$ cat src/rtl/flag_pkg.sv
// Shared definitions for the flag status unit: flag bit positions,
// condition-code encodings, default save-stack depth and the rule for
// which opcodes are allowed to write the flag register.
package flag_pkg;

    localparam int FLAG_Z = 3;
    localparam int FLAG_N = 2;
    localparam int FLAG_C = 1;
    localparam int FLAG_V = 0;

    localparam int DEFAULT_STACK_DEPTH = 4;

    localparam logic [3:0] LAST_FLAG_OP = 4'b1010;
    localparam logic [3:0] FLAG_OP_ALL  = 4'b1111;

    typedef enum logic [3:0] {
        COND_AL   = 4'd0,
        COND_EQ   = 4'd1,
        COND_NE   = 4'd2,
        COND_CS   = 4'd3,
        COND_CC   = 4'd4,
        COND_MI   = 4'd5,
        COND_PL   = 4'd6,
        COND_VS   = 4'd7,
        COND_VC   = 4'd8,
        COND_GE   = 4'd9,
        COND_LT   = 4'd10,
        COND_GT   = 4'd11,
        COND_LE   = 4'd12,
        COND_NV13 = 4'd13,
        COND_NV14 = 4'd14,
        COND_NV15 = 4'd15
    } cond_e;

    // Opcodes 0..10 and 15 produce flags; 11..14 are flag-neutral.
    function automatic logic flag_write_allowed(input logic [3:0] opcode);
        return (opcode <= LAST_FLAG_OP) || (opcode == FLAG_OP_ALL);
    endfunction

endpackage

$ cat src/rtl/flag_cond_eval.sv
// Combinational branch-condition evaluator: decides whether a condition
// code is satisfied by a given set of Z/N/C/V flags.
module flag_cond_eval
    import flag_pkg::*;
(
    input  logic [3:0] cond,
    input  logic [3:0] flags,
    output logic       taken
);

    logic z;
    logic n;
    logic c;
    logic v;

    assign z = flags[FLAG_Z];
    assign n = flags[FLAG_N];
    assign c = flags[FLAG_C];
    assign v = flags[FLAG_V];

    // Decode the condition code against the flags; 13..15 never take.
    always_comb begin
        taken = 1'b0;
        case (cond_e'(cond))
            COND_AL: taken = 1'b1;
            COND_EQ: taken = z;
            COND_NE: taken = ~z;
            COND_CS: taken = c;
            COND_CC: taken = ~c;
            COND_MI: taken = n;
            COND_PL: taken = ~n;
            COND_VS: taken = v;
            COND_VC: taken = ~v;
            COND_GE: taken = (n == v);
            COND_LT: taken = (n != v);
            COND_GT: taken = ~z & (n == v);
            COND_LE: taken = z | (n != v);
            default: taken = 1'b0;
        endcase
    end

endmodule

$ cat src/rtl/flag_status_unit.sv
// Architectural flag register with a small LIFO save stack, a sticky
// overflow/underflow error and a registered branch-condition result that
// sees the flag value being written on the same edge.
module flag_status_unit
    import flag_pkg::*;
#(
    parameter int STACK_DEPTH = DEFAULT_STACK_DEPTH
) (
    input  logic       clk,
    input  logic       rst_n,
    input  logic [3:0] opcode,
    input  logic [3:0] flag_in,
    input  logic       flag_valid,
    input  logic [3:0] cond,
    input  logic       cond_req,
    input  logic       push,
    input  logic       pop,
    input  logic       err_clr,
    output logic [3:0] flags_out,
    output logic       cond_taken,
    output logic       cond_valid,
    output logic       stack_full,
    output logic       stack_empty,
    output logic       stack_err
);

    localparam int CNT_W = $clog2(STACK_DEPTH + 1);
    localparam int PTR_W = (STACK_DEPTH > 1) ? $clog2(STACK_DEPTH) : 1;

    logic [3:0]       stack_mem [STACK_DEPTH];
    logic [CNT_W-1:0] count;
    logic [CNT_W-1:0] count_minus_one;
    logic [PTR_W-1:0] push_idx;
    logic [PTR_W-1:0] pop_idx;

    logic             write_ok;
    logic             push_only;
    logic             pop_only;
    logic             push_ok;
    logic             pop_ok;
    logic             new_err;
    logic [3:0]       flags_next;
    logic             taken_next;

    assign stack_full      = (count == CNT_W'(STACK_DEPTH));
    assign stack_empty     = (count == '0);
    assign count_minus_one = count - CNT_W'(1);
    assign push_idx        = count[PTR_W-1:0];
    assign pop_idx         = count_minus_one[PTR_W-1:0];

    assign write_ok  = flag_valid & flag_write_allowed(opcode);
    assign push_only = push & ~pop;
    assign pop_only  = pop & ~push;
    assign push_ok   = push_only & ~stack_full;
    assign pop_ok    = pop_only & ~stack_empty;
    assign new_err   = (push_only & stack_full) | (pop_only & stack_empty);

    // Next flag value: a good pop restores, an erroring stack request
    // freezes the flags, otherwise an allowed write lands.
    always_comb begin
        flags_next = flags_out;
        if (pop_ok) begin
            flags_next = stack_mem[pop_idx];
        end else if (new_err) begin
            flags_next = flags_out;
        end else if (write_ok) begin
            flags_next = flag_in;
        end
    end

    flag_cond_eval u_cond_eval (
        .cond  (cond),
        .flags (flags_next),
        .taken (taken_next)
    );

    // Flag register, stack count, sticky error and condition result.
    always_ff @(posedge clk or negedge rst_n) begin
        if (!rst_n) begin
            flags_out  <= 4'b0000;
            count      <= '0;
            stack_err  <= 1'b0;
            cond_valid <= 1'b0;
            cond_taken <= 1'b0;
        end else begin
            flags_out  <= flags_next;
            cond_valid <= cond_req;
            if (cond_req) begin
                cond_taken <= taken_next;
            end
            if (push_ok) begin
                count <= count + CNT_W'(1);
            end else if (pop_ok) begin
                count <= count_minus_one;
            end
            if (new_err) begin
                stack_err <= 1'b1;
            end else if (err_clr) begin
                stack_err <= 1'b0;
            end
        end
    end

    // Save-stack storage; contents are only meaningful below count.
    always_ff @(posedge clk) begin
        if (push_ok) begin
            stack_mem[push_idx] <= flags_out;
        end
    end

endmodule

$ cat config.mk
export PLATFORM = sky130hd
export DESIGN_NAME = flag_status_unit
export DESIGN_NICKNAME = d
export VERILOG_FILES = /design/src/rtl/flag_pkg.sv /design/src/rtl/flag_cond_eval.sv /design/src/rtl/flag_status_unit.sv
export SDC_FILE = /design/constraint.sdc
export NUM_CORES = 1
export LEC_CHECK = 0
export ABC_AREA = 1
export BUFFER_PORTS_ARGS = -buffer_cell sky130_fd_sc_hd__clkbuf_2
export CAP_MARGIN = 20
export CORE_MARGIN = 3
export CORE_UTILIZATION = 36
export DETAILED_ROUTE_END_ITERATION = 6
export GPL_TIMING_DRIVEN = 0
export MAX_ROUTING_LAYER = met4
export PLACE_DENSITY = 0.62
export SYNTH_ARGS = -nofsm -noshare
export SYNTH_HDL_FRONTEND = slang
export SYNTH_SLANG_ARGS = --single-unit
$ cat constraint.sdc
create_clock -name clk -period 2.57 [get_ports clk]
set_input_delay 0.3855 -clock clk [delete_from_list [all_inputs] [get_ports clk]]
set_output_delay 0.3855 -clock clk [all_outputs]
set_load 0.01 [all_outputs]
# Word level (Yosys, flattened, before mapping)

Memory sizes are Yosys's and may differ from the RTL's.
Cells that the tools add are included.

Input port bits: 19
Memories: 1
Output and inout port bits: 9
Bits in registers: 10
Memory bits (writable): 16

Memories:

| memory    | depth | width | rd ports | clocked after memory_dff | wr ports | line                   | text |
|---|---|---|---|---|---|---|---|
| stack_mem | 4     | 4     | 1        | 0                        | 1        | flag_status_unit.sv:30 | `logic [3:0] stack_mem [STACK_DEPTH];` |

Multiplexer cells: 10
Bitwise logic cells: 18
Reductions and logical operators: 5
Eq/ne operators: 16
Order comparisons: 1
$add $sub $neg: 2

Operators with widths:

| cell                                                                | count |
|---|---|
| 4-bit == test (second input constant)                               | 6 |
| 4-bit by 3-bit == test with 1-bit output (second input constant)    | 4 |
| 1-bit one-hot mux with 13 select lines                              | 1 |
| 4-bit 2-to-1 mux                                                    | 3 |
| 1-bit AND                                                           | 8 |
| 4-bit by 2-bit == test with 1-bit output (second input constant)    | 2 |
| 1-bit NOT                                                           | 8 |
| 3-bit 2-to-1 mux                                                    | 2 |
| 4-bit by 1-bit == test with 1-bit output (second input constant)    | 1 |
| 4-bit <= comparator (second input constant)                         | 1 |
| 4-bit logical NOT                                                   | 1 |
| 1-bit 2-to-1 mux                                                    | 4 |
| 2-bit nonzero test                                                  | 2 |
| 3-bit by 1-bit adder with 3-bit output (second input constant)      | 1 |
| 3-bit == test (second input constant)                               | 1 |
| 3-bit logical NOT                                                   | 1 |
| 3-bit by 1-bit subtractor with 3-bit output (second input constant) | 1 |
| 1-bit bitwise OR                                                    | 2 |
| 1-bit == test                                                       | 1 |
| 1-bit logical OR                                                    | 1 |
| 1-bit inequality test                                               | 1 |

# Longest topological paths before layout

Gate-level depths: netlist (run 1).

Word-level depth: 9
Mapped depth: 19
Mapped depth without buffers: 18

# Modules after synthesis

From an unflattened synthesis (run 1), not the netlist that was laid out.

Cell total of the unflattened synthesis: 176
Area, all modules: 1508.9 um2

Modules (own cells, without submodules):

| module           | cells each | area each (um2) | instances |
|---|---|---|---|
| flag_status_unit | 124        | 1280.0          | 1 |
| flag_cond_eval   | 52         | 229.0           | 1 |

# Worst setup path after synthesis (run 1)

Ideal clock, no wire load.

Path type: flip-flop to flip-flop
Start point: reg count[0]
End point: reg cond_taken
Setup slack: 0.498 ns
Path buffers: 1
Clock period less this slack: 2.072 ns
Arrival time: 1.956 ns
Library setup time: 0.116 ns
Data required time: 2.454 ns
Cell stages (with the launch flop): 16
Cell sequence: dfrtp_1 buf_4 inv_2 ha_1 inv_1 o21ai_0 o221ai_1 nand2_4 nand2_2 nand3_1 nand2_1 nand2_1 nor2_2 nand2_1 nand2_1 nand2_1

Cells in the longest elaborated chain, start to end: 8
Elaborated cells between the ends (all ways): 20
Classes of those cells: 1 x add/sub; 3 x eq/ne; 3 x mux; 11 x bitwise; 1 x reduce/logical; 1 x memory

RTL lines:

| element                                                                       | line                                       | text |
|---|---|---|
| start: declaration                                                            | flag_status_unit.sv:31                     | `logic [CNT_W-1:0] count;` |
| start signal: assignment                                                      | flag_status_unit.sv:92                     | `count <= count + CNT_W'(1);` |
| start signal: assignment                                                      | flag_status_unit.sv:94                     | `count <= count_minus_one;` |
| parallel branches: the longest is 4 deep, another holds memory read 4 x 4 bit | -                                          |  |
| 4-bit 2-to-1 mux *                                                            | flag_status_unit.sv:62                     | `if (pop_ok) begin` |
| 1-bit inequality test (tied with other cells)                                 | flag_cond_eval.sv:35, flag_cond_eval.sv:37 |  |
| 1-bit bitwise OR / 1-bit AND (equally long branches)                          | flag_cond_eval.sv:37, flag_cond_eval.sv:36 |  |
| 1-bit one-hot mux with 13 select lines *                                      | flag_cond_eval.sv:24                       | `case (cond_e'(cond))` |
| end signal: assignment                                                        | flag_status_unit.sv:89                     | `cond_taken <= taken_next;` |
| end: declaration                                                              | flag_status_unit.sv:20                     | `output logic cond_taken,` |

Every way passes the cells marked *.
A chain may end at the register's enable or synchronous reset.

# Final worst setup path (run 1)

Ends and elaborated chain as after synthesis.

==> reports/summary.txt, run 1 <==
Run status - finished, final reports clean
Gpl congestion - 0.874
WP data arrival - 2480 ps
RSZ-0062 raised after global routing - false
Share of layout cells above drive strength 1 - 26.1%
Worst Path Class, Setup - reg2reg
Max IR drop VDD - 0.387 mV
Synthesis-to-finish area growth - 17.8%
Pwr dens - 950 mW/mm^2
Slew margin rel. - 73.4%
Htree depth - 1
Post-synth cell types - 29
Ys Warns - 0
Routed len/inst - 11.7 um
Fillers - 380
Clock transition at the registers of the reported paths - 80 ps
Remaining Overflow, GRT - 0
DIE AREA - 0.00502 mm^2
Most common cell in the synthesized netlist - nand2_1
Top Ports - 28
Reg power frac - 39.5%
Crit. End Element - flop
DRC Markers - 0
Total GRT Usage - 12.9%
Starting Density - 39.3%
Via count - 1188
TritonRoute pass-1 iters - 4
Root Driver - clkbuf_8
DRT Wirelength - 2990 um
Switching share of power - 42.2%
Setup bufs post-CTS - 0
Post-Syn Area - 0.00151 mm^2
CTS Sinks - 26
First-pass GRT wire length - 5090 um
Fin crit share - 90.0%
Minimum clock period - 2310 ps
DP Area - 0.00171 mm^2
Syn Area/Cell - 8.64 um^2
Floorplan row count - 22
Post-synthesis async set-or-reset flop share - 38.5%
Layout Utilization - 46.2%
DRT iter0 DRCs - 68
Final hold vios - 0
Max Cap Viol - 0
Slew @ Worst Pin - 398 ps
Die X - 70.8 um
Max Fclk - 0.432 GHz
Yosys top cell area share - 31.8%
Design Area, Final - 0.00178 mm^2
Pint - 0.978 mW
Vias in the first global route - 1100
Register bit count reported by yosys - 26
Post-Synthesis Cells - 175
Seq/Total Area, Yosys - 48.3%
Die height - 70.8 um
Area of the core - 0.00385 mm^2
I/O Buffers - 27
Final #Nets - 232
Dpl ws - 60.8 ps
Diode count - 0
TritonCTS buffer count - 3
Crit path launch type - flop
CTS Buffer Depth - 2
Post-synth EDFFs - 16
Clk_skew - 2.34 ps
Max Slew Vio Count - 0
Clock share of power - 13.4%
Antenna violations before repair - 0
Psw - 0.715 mW
Combinational fraction of design power - 47.2%
Setup violators final - 0
Cell taking the most area after synthesis - edfxtp_1
Top FF cell, synth - edfxtp_1
Setup TNS Final - 0 ps
CTS tree - built
Final worst slack - 256 ps
Pin count of the biggest net entering global routing - 15
HPWL Detailed - 2380 um
DR vias/cell - 4.66
Worst EP required - 2730 ps
Hold Crit Class - in2reg
Leak - 0.847 nW
ANT nets after route - 0
Synth Net Count - 199
Most frequent cells after synthesis - nand2_1 (38), inv_1 (24), nor2_1 (24)
Worst Path Max Fanout - 10
Worst skew pair latency - 260 ps
Synth top area cells - edfxtp_1 (32%), dfrtp_1 (17%), nand2_1 (9.4%)
[repair_timing]
action | 4_1_cts | 5_1_grt
hold buffers | 1 | 0
setup endpoints to repair | 0 | 1
hold endpoints to repair | 10 | 0
resized for setup | 0 | 3
[path summary, 6_finish.rpt]
check | from | depth (start not counted) | end | slack, ps
min in group asynchronous | rst_n | 2 | flags_out[2] | 550
hold / removal | cond_req | 1 | cond_valid | 250
setup / recovery | count[0] | 15 | cond_taken | 260
max in group asynchronous | rst_n | 2 | count[0] | 1810
setup reg to reg | count[0] | 15 | cond_taken | 260
hold reg to reg | cond_taken | 2 | cond_taken | 480
[worst max-delay path: stages (launching register included)]
cell      delay [ps]
dfrtp_1          410
buf_4            190
inv_2            180
ha_4             260
inv_1            130
o21ai_0          120
o221ai_2         280
nand2_4          110
nand2_2          120
nand2_1           60
nand2_1           50
nand2_1           60
nor2_2           100
nand2_1           50
nand2_1           50
nand2_1           40
[power by group through the flow]
stage / Combinational [mW] / Clock, mW / Sequential (mW)
2_1_floorplan: 0.530 / 0 / 0.679
3_3_place_gp: 0.754 / 0 / 0.680
3_5_place_dp: 0.759 / 0 / 0.680
4_1_cts: 0.765 / 0.234 / 0.670
5_1_grt: 0.898 / 0.249 / 0.687
6_report: 0.799 / 0.226 / 0.668
[cells by family after synthesis]
| group | Yosys count | share of synthesized area (%) |
|---|---|---|
| buf+inv | 29 | 7.61 |
| compound gates | 16 | 6.20 |
| xor+xnor | 2 | 1.16 |
| simple gates | 95 | 31.3 |
| flops | 26 | 48.3 |
| mux | 2 | 1.32 |
| fa+ha+maj | 5 | 4.14 |
[placed cells by master (no fill, tap or decap), drive strengths merged, types with 2 or more instances in the layout]
| master | n |
|---|---|
| clkbuf | 30 |
| inv | 28 |
| nand4 | 5 |
| dfrtp | 10 |
| o221ai | 2 |
| o211ai | 2 |
| mux2i | 2 |
| o21ai | 9 |
| ha | 5 |
| edfxtp | 16 |
| nand2 | 46 |
| nor3 | 3 |
| a21oi | 2 |
| nand3 | 11 |
| nor2 | 29 |
| xor2 | 2 |
[state kept, by name, summed over array words and instances (netlist names)]
register	count
cond_taken	1
flags_out	4
count	3
stack_mem	16
cond_valid	1
stack_err	1
[per-layer routing]
metal	up-vias	global-route usage [%]	part of all wire [%]
met5	-	-	0
met4	0	4.38	1.5
met3	4	0.568	2.0
met2	16	20.2	45
met1	535	18.1	51
li1	633	-	-
[final cells by class]
type	instances	area, um^2	area share [%]
repair buffers	28	145	8.15
plain buffers	1	7.51	0.421
flip-flops and latches	26	731	41.0
multi-input cells	120	686	38.5
clock buffers	3	41.3	2.32
well taps	48	60.1	3.37
inverters	28	108	6.04
clock inverters	1	3.75	0.211
[metrics by stage]
| stage | hold WS (ps) | power, mW | cells |
|---|---|---|---|
| after floorplan | 89.9 | 1.21 | 175 |
| after global placement | 275 | 1.43 | 250 |
| after detailed placement | 271 | 1.44 | 250 |
| after CTS | 244 | 1.67 | 255 |
| after global routing | 242 | 1.83 | 255 |
| final | 249 | 1.69 | 255 |
Note: power is estimated with default switching activity, not from simulation.
==> inputs of run 2 (changes only) <==
CORE_ASPECT_RATIO = 2   (was unset)
GPL_ROUTABILITY_DRIVEN = 0   (was unset)
PLACE_DENSITY = 0.6   (was 0.62)
==> reports/summary.txt, run 2 (synthesis results as in run 1) <==
Highest routed layer - met4
Routed len/inst - 12.3 um (+4.7%)
Cells along the critical path - buf_4, inv_2, ha_2, nand2_2, inv_2, nor2_8, nand2_1, nor2_1, a21oi_1, nand2_2, nand2_2, nand3_1, nand2_1, nand2_1, nor2_2, nand2_1, nand2_1, nand2_1
Diode count - 0 (unchanged)
CTS Sinks - 26 (unchanged)
Run status - finished, final reports clean
Hold path depth - 1 (unchanged)
Worst EP required - 2740 ps (about the same)
Share of layout cells above drive strength 1 - 28.0% (+1.9 points)
Combinational fraction of design power - 44.2% (-3.0 points)
Total GRT Usage - 14.2% (+1.3 points)
Crit path launch type - flop
Floorplan row count - 32 (+45%)
Regs by FF count - stack_mem (16), flags_out (4), count (3)
WP data arrival - 2510 ps (+30 ps)
Die X - 51.8 um (-27%)
Root Driver - clkbuf_8
DIE AREA - 0.00506 mm^2 (+0.94%)
ANT nets after route - 0 (unchanged)
Synthesis-to-finish area growth - 20.3%
Clock share of power - 18.6% (+5.2 points)
DRT iter0 DRCs - 14 (-79%)
Area of the core - 0.00396 mm^2 (+2.9%)
Dpl ws - 108 ps (+47.6 ps)
Worst Path Max Fanout - 10 (unchanged)
Hold Startpoint - cond_req
Vias in the first global route - 1136 (+3.3%)
Antenna violations before repair - 0 (unchanged)
RSZ-0062 raised after global routing - false
Die height - 97.7 um (+38%)
Critical path's largest stage delay - 420 ps (about the same)
Slew margin rel. - 69.3% (-4.1 points)
Clock transition at the registers of the reported paths - 90 ps (about the same)
Max Cap Viol - 0 (unchanged)
Slew @ Worst Pin - 459 ps (+61.6 ps)
Top Ports - 28 (unchanged)
Switching share of power - 40.5% (-1.7 points)
Minimum clock period - 2340 ps (+22.3 ps)
Min-Delay Endpoint - cond_valid
Max Fclk - 0.428 GHz (-0.95%)
Max FFs per register - 16 (unchanged)
CP dominant cell by count - nand2_1
Starting Density - 38.2% (-1.1 points)
TritonRoute pass-1 iters - 4 (unchanged)
Final hold vios - 0 (unchanged)
Remaining Overflow, GRT - 0 (unchanged)
Commonest non-fill, non-tap cell in the layout - nand2_1
Reg2reg setup slack - 230 ps (-20 ps)
Clk_skew - 6.55 ps (+4.21 ps)
I/O Buffers - 27 (unchanged)
Worst path top cell family by delay - simple AND/OR/NAND/NOR gates
Most frequent cells in the layout - nand2_1 (38), clkbuf_2 (27), nor2_1 (24), inv_1 (23), edfxtp_1 (16)
R2R depth - 18 (+3)
Slowest-stage cell, CP - dfrtp_1
Reg2reg end - cond_taken
Pin count of the biggest net entering global routing - 16 (+1)
Final worst slack - 234 ps (-22.3 ps)
Worst skew pair latency - 270 ps (about the same)
Pint - 1.07 mW (+9.2%)
Worst Path Class, Setup - reg2reg
Hold Crit Class - in2reg
Reg with most FFs - stack_mem
Wl on met1 - 1160 um (-24%)
Setup TNS Final - 0 ps (unchanged)
TritonCTS buffer count - 3 (unchanged)
Metal2 WL - 1870 um (+38%)
Psw - 0.728 mW (+1.9%)
First-pass GRT wire length - 5170 um (+1.6%)
Leak - 0.859 nW (+1.4%)
DRC Markers - 0 (unchanged)
CP Buf/Inv Count - 3 (unchanged)
DP Area - 0.00171 mm^2 (+0.22%)
Fillers - 395 (+3.9%)
Met3 WL - 77 um (+28%)
Max IR drop VDD - 0.413 mV (+6.7%)
Pwr dens - 987 mW/mm^2 (+3.9%)
DR vias/cell - 4.67 (+0.25%)
Reg power frac - 37.2% (-2.3 points)
HPWL Detailed - 2660 um (+12%)
Reg2reg start - count[0]
DRT Wirelength - 3170 um (+5.9%)
Min Hold Slack - 243 ps (-5.97 ps)
Design Area, Final - 0.00182 mm^2 (+2.2%)
Setup violators final - 0 (unchanged)
Htree depth - 1 (unchanged)
Crit. End Element - flop
Setup bufs post-CTS - 0 (unchanged)
Final #Nets - 232 (unchanged)
CTS tree - built
CTS Buffer Depth - 2 (unchanged)
Fin crit share - 90.9% (+0.87 points)
Max Slew Vio Count - 0 (unchanged)
Via count - 1205 (+1.4%)
## run 2: layout make-up
class                           instances  area, um^2  share of cell area [%]
Sequential cell                        26         731                    40.1
Multi-Input combinational cell        120         694                    38.1
Timing Repair Buffer                   28         145                    7.97
Inverter                               28         108                    5.91
Tap cell                               51        63.8                    3.51
Clock buffer                            3        41.3                    2.27
Clock inverter                          1        30.0                    1.65
Buffer                                  1        7.51                   0.412
## run 2: worst max path at each step
stage               cells past startpoint  slack, ps         end      from
floorplan                              15        500  cond_taken  count[0]
global placement                       15        130  cond_taken  count[0]
detailed placement                     15        110  cond_taken  count[0]
CTS                                    15         90  cond_taken  count[0]
global route                           18         60  cond_taken  count[0]
finish                                 18        230  cond_taken  count[0]
## run 2: metrics by stage
step,power [mW],instances,util [%]
2_1_floorplan,1.21,175,-
3_3_place_gp,1.43,253,43.2
3_5_place_dp,1.43,253,43.2
4_1_cts,1.77,258,45.2
5_1_grt,1.94,258,45.9
6_report,1.80,258,45.9
## run 2: timing repair
action / CTS / global route
endpoints found under the hold margin: 7 / 0
setup endpoints to repair: 0 / 1
hold buffers: 1 / 0
gates resized for setup: 0 / 6
## run 2: per-layer routing
layer	GRT usage, %	vias to the layer above
li1	-	632
met1	14.1	553
met2	26.1	15
met3	1.84	5
met4	6.06	0
met5	-	-
## run 2: worst register-to-register path: cells and delay by family (launching register included)
kind            cells  cell delay [ps]
fa+ha+maj           1              210
compound gates      1              190
buf+inv             3              440
flops               1              420
simple gates       13              970
## run 2: power groups by stage
stage / Sequential (mW) / Clock, mW / Combinational, mW
2_1_floorplan: 0.679 / 0 / 0.530
3_3_place_gp: 0.678 / 0 / 0.748
3_5_place_dp: 0.680 / 0 / 0.755
4_1_cts: 0.672 / 0.337 / 0.758
5_1_grt: 0.682 / 0.361 / 0.893
6_report: 0.668 / 0.335 / 0.795
==> inputs of run 3 (changes only) <==
PLACE_DENSITY = unset   (was 0.6)
SLEW_MARGIN = 20   (was unset)
SYNTH_HIERARCHICAL = 1   (was unset)
==> reports/summary.txt, run 3 <==
Run status - finished, final reports clean
Leak - 0.933 nW (+8.6%)
Pin count of the biggest net entering global routing - 16 (unchanged)
Ys Warns - 6 (+6)
First-pass GRT wire length - 5100 um (-1.3%)
Final #Nets - 240 (+3.4%)
HPWL Detailed - 2540 um (-4.8%)
Top Ports - 28 (unchanged)
DR vias/cell - 4.73 (+1.3%)
Root Driver - clkbuf_8
CTS tree - built
CTS Buffer Depth - 2 (unchanged)
Fin crit share - 93.1% (+2.1 points)
Synth top area cells - edfxtp_1 (32%), dfrtp_1 (17%), nand2_1 (11%)
Post-Synthesis Cells - 176 (+0.57%)
Clock transition at the registers of the reported paths - 90 ps (about the same)
Crit path launch type - flop
Syn Area/Cell - 8.57 um^2 (-0.81%)
Slew margin rel. - 69.6% (+0.30 points)
WP data arrival - 2560 ps (+50 ps)
Most frequent cells in the layout - nand2_1 (43), clkbuf_2 (25), inv_1 (24), nand3_1 (19), edfxtp_1 (16)
Die X - 51.8 um (-0.11%)
ANT nets after route - 0 (unchanged)
Hold Crit Class - in2reg
DRC Markers - 0 (unchanged)
Starting Density - 38.1% (-0.095 points)
DIE AREA - 0.00505 mm^2 (-0.22%)
Via count - 1259 (+4.5%)
Clk_skew - 3.64 ps (-2.91 ps)
DRT iter0 DRCs - 13 (-1)
Area of the core - 0.00396 mm^2 (unchanged)
DRT Wirelength - 3150 um (-0.66%)
Crit. End Element - flop
Remaining Overflow, GRT - 0 (unchanged)
CTS Sinks - 26 (unchanged)
Setup violators final - 0 (unchanged)
Seq/Total Area, Yosys - 48.4% (+0.12 points)
Worst EP required - 2730 ps (about the same)
Cell taking the most area after synthesis - edfxtp_1
Max Fclk - 0.418 GHz (-2.3%)
Max FFs per register - 16 (unchanged)
Final hold vios - 0 (unchanged)
Antenna violations before repair - 0 (unchanged)
Most frequent cells after synthesis - nand2_1 (46), inv_1 (25), nand3_1 (19)
Post-synthesis async set-or-reset flop share - 38.5% (unchanged)
Min Hold Slack - 241 ps (-2.40 ps)
Reg with most FFs - stack_mem
Die height - 97.6 um (-0.11%)
TritonRoute pass-1 iters - 4 (unchanged)
TritonCTS buffer count - 3 (unchanged)
Yosys top cell area share - 31.8% (+0.079 points)
Post-synth cell types - 26 (-10%)
Slew @ Worst Pin - 455 ps (-4.49 ps)
Top FF cell, synth - edfxtp_1
Total GRT Usage - 14.0% (-0.20 points)
Synth Net Count - 200 (+0.50%)
Share of layout cells above drive strength 1 - 30.7% (+2.7 points)
Max IR drop VDD - 0.459 mV (+11%)
Most common cell in the synthesized netlist - nand2_1
Worst Path Class, Setup - reg2reg
Worst skew pair latency - 270 ps (about the same)
Routed len/inst - 11.8 um (-3.7%)
Pwr dens - 1030 mW/mm^2 (+3.9%)
Register bit count reported by yosys - 26 (unchanged)
Regs by FF count - stack_mem (16), flags_out (4), count (3)
I/O Buffers - 25 (-7.4%)
Htree depth - 1 (unchanged)
Floorplan row count - 32 (unchanged)
Minimum clock period - 2390 ps (+55.1 ps)
Worst Path Max Fanout - 11 (+1)
Post-Syn Area - 0.00151 mm^2 (-0.25%)
Commonest non-fill, non-tap cell in the layout - nand2_1
Max Cap Viol - 0 (unchanged)
Max Slew Vio Count - 0 (unchanged)
Post-synth EDFFs - 16 (unchanged)
Diode count - 0 (unchanged)
Pwr Total - 1.91 mW (+6.4%)
Vias in the first global route - 1189 (+4.7%)
Synthesis-to-finish area growth - 23.5%
run 3: cell count changes in the layout (fill, tap and decap cells not counted), sizes merged, moves of 3 or more:
| cell | change |
|---|---|
| o22ai | +3 |
| nand2 | +3 |
| buf | +11 |
| nand3 | +11 |
| nor2 | -10 |
| inv | +4 |
run 3: cells by family after synthesis:
| logic type | synth area share [%] |
|---|---|
| and+or+nand+nor | 31.8 |
| buffers and inverters | 9.87 |
| DFF | 48.4 |
| AOI/OAI and AO/OA | 3.81 |
| adders and majority gates | 4.15 |
| xor gates and xnor gates | 1.16 |
| muxes | 0.746 |
run 3: worst paths after layout:
kind | start | to | slack (ps) | cells past startpoint
worst min-delay path | cond_req | cond_valid | 240 | 1
min in group asynchronous | rst_n | stack_err | 520 | 2
max in group asynchronous | rst_n | flags_out[0] | 1820 | 2
worst max-delay path | count[0] | cond_taken | 180 | 18
worst max register to register | count[0] | cond_taken | 180 | 18
worst min register to register | cond_taken | cond_taken | 510 | 1
run 3: cell type report:
class                      count  area (um^2)
fill                         383         2100
sequential                    26          731
inverter                      33          128
clock buffer                   3         41.3
multi-input combinational    114          637
clock inverter                 1         30.0
buffer                         3         30.0
timing repair buffer          35          203
tap                           51         63.8
run 3: critical path, stage by stage (launching register included):
cell	delay, ps
dfrtp_1	400
buf_6	150
inv_4	70
ha_1	240
nand2_2	140
nor2_4	70
nor2_8	120
nand3_4	90
nand2_1	70
nand3_1	90
nand2_2	110
inv_2	60
nand2_1	70
nand3_1	80
nand2_1	60
nand2_1	50
nor2_1	100
nand2_1	50
mux2_2	250
run 3: power breakdown:
part	internal [mW]	switching [mW]
logic	0.367	0.540
registers	0.587	0.0836
clock network	0.209	0.126
run 3: stage by stage:
step,TNS (ps),area [um^2],utilization (%),setup slack (ps),instances
after global routing,-11.5,1860,47.0,-11.5,266
after CTS,0,1790,45.1,2.86,257
final,0,1860,47.0,179,266
after detailed placement,-75.3,1700,42.8,-75.3,252
after global placement,-72.8,1700,42.8,-72.8,252
after floorplan,0,1510,-,279,176
run 3: repair_timing:
action	CTS	global route
endpoints found under the setup margin	1	1
endpoints found under the hold margin	10	0
buffers inserted	0	9
gates resized for setup	4	3
pin swaps	0	3
hold buffers	1	0
run 3: routing by layer:
layer  global-route usage [%]  routed length, um
met3                     1.08                 69
met2                     25.6               1860
met1                     12.8               1080
met5                        -                  0
met4                     9.70                137
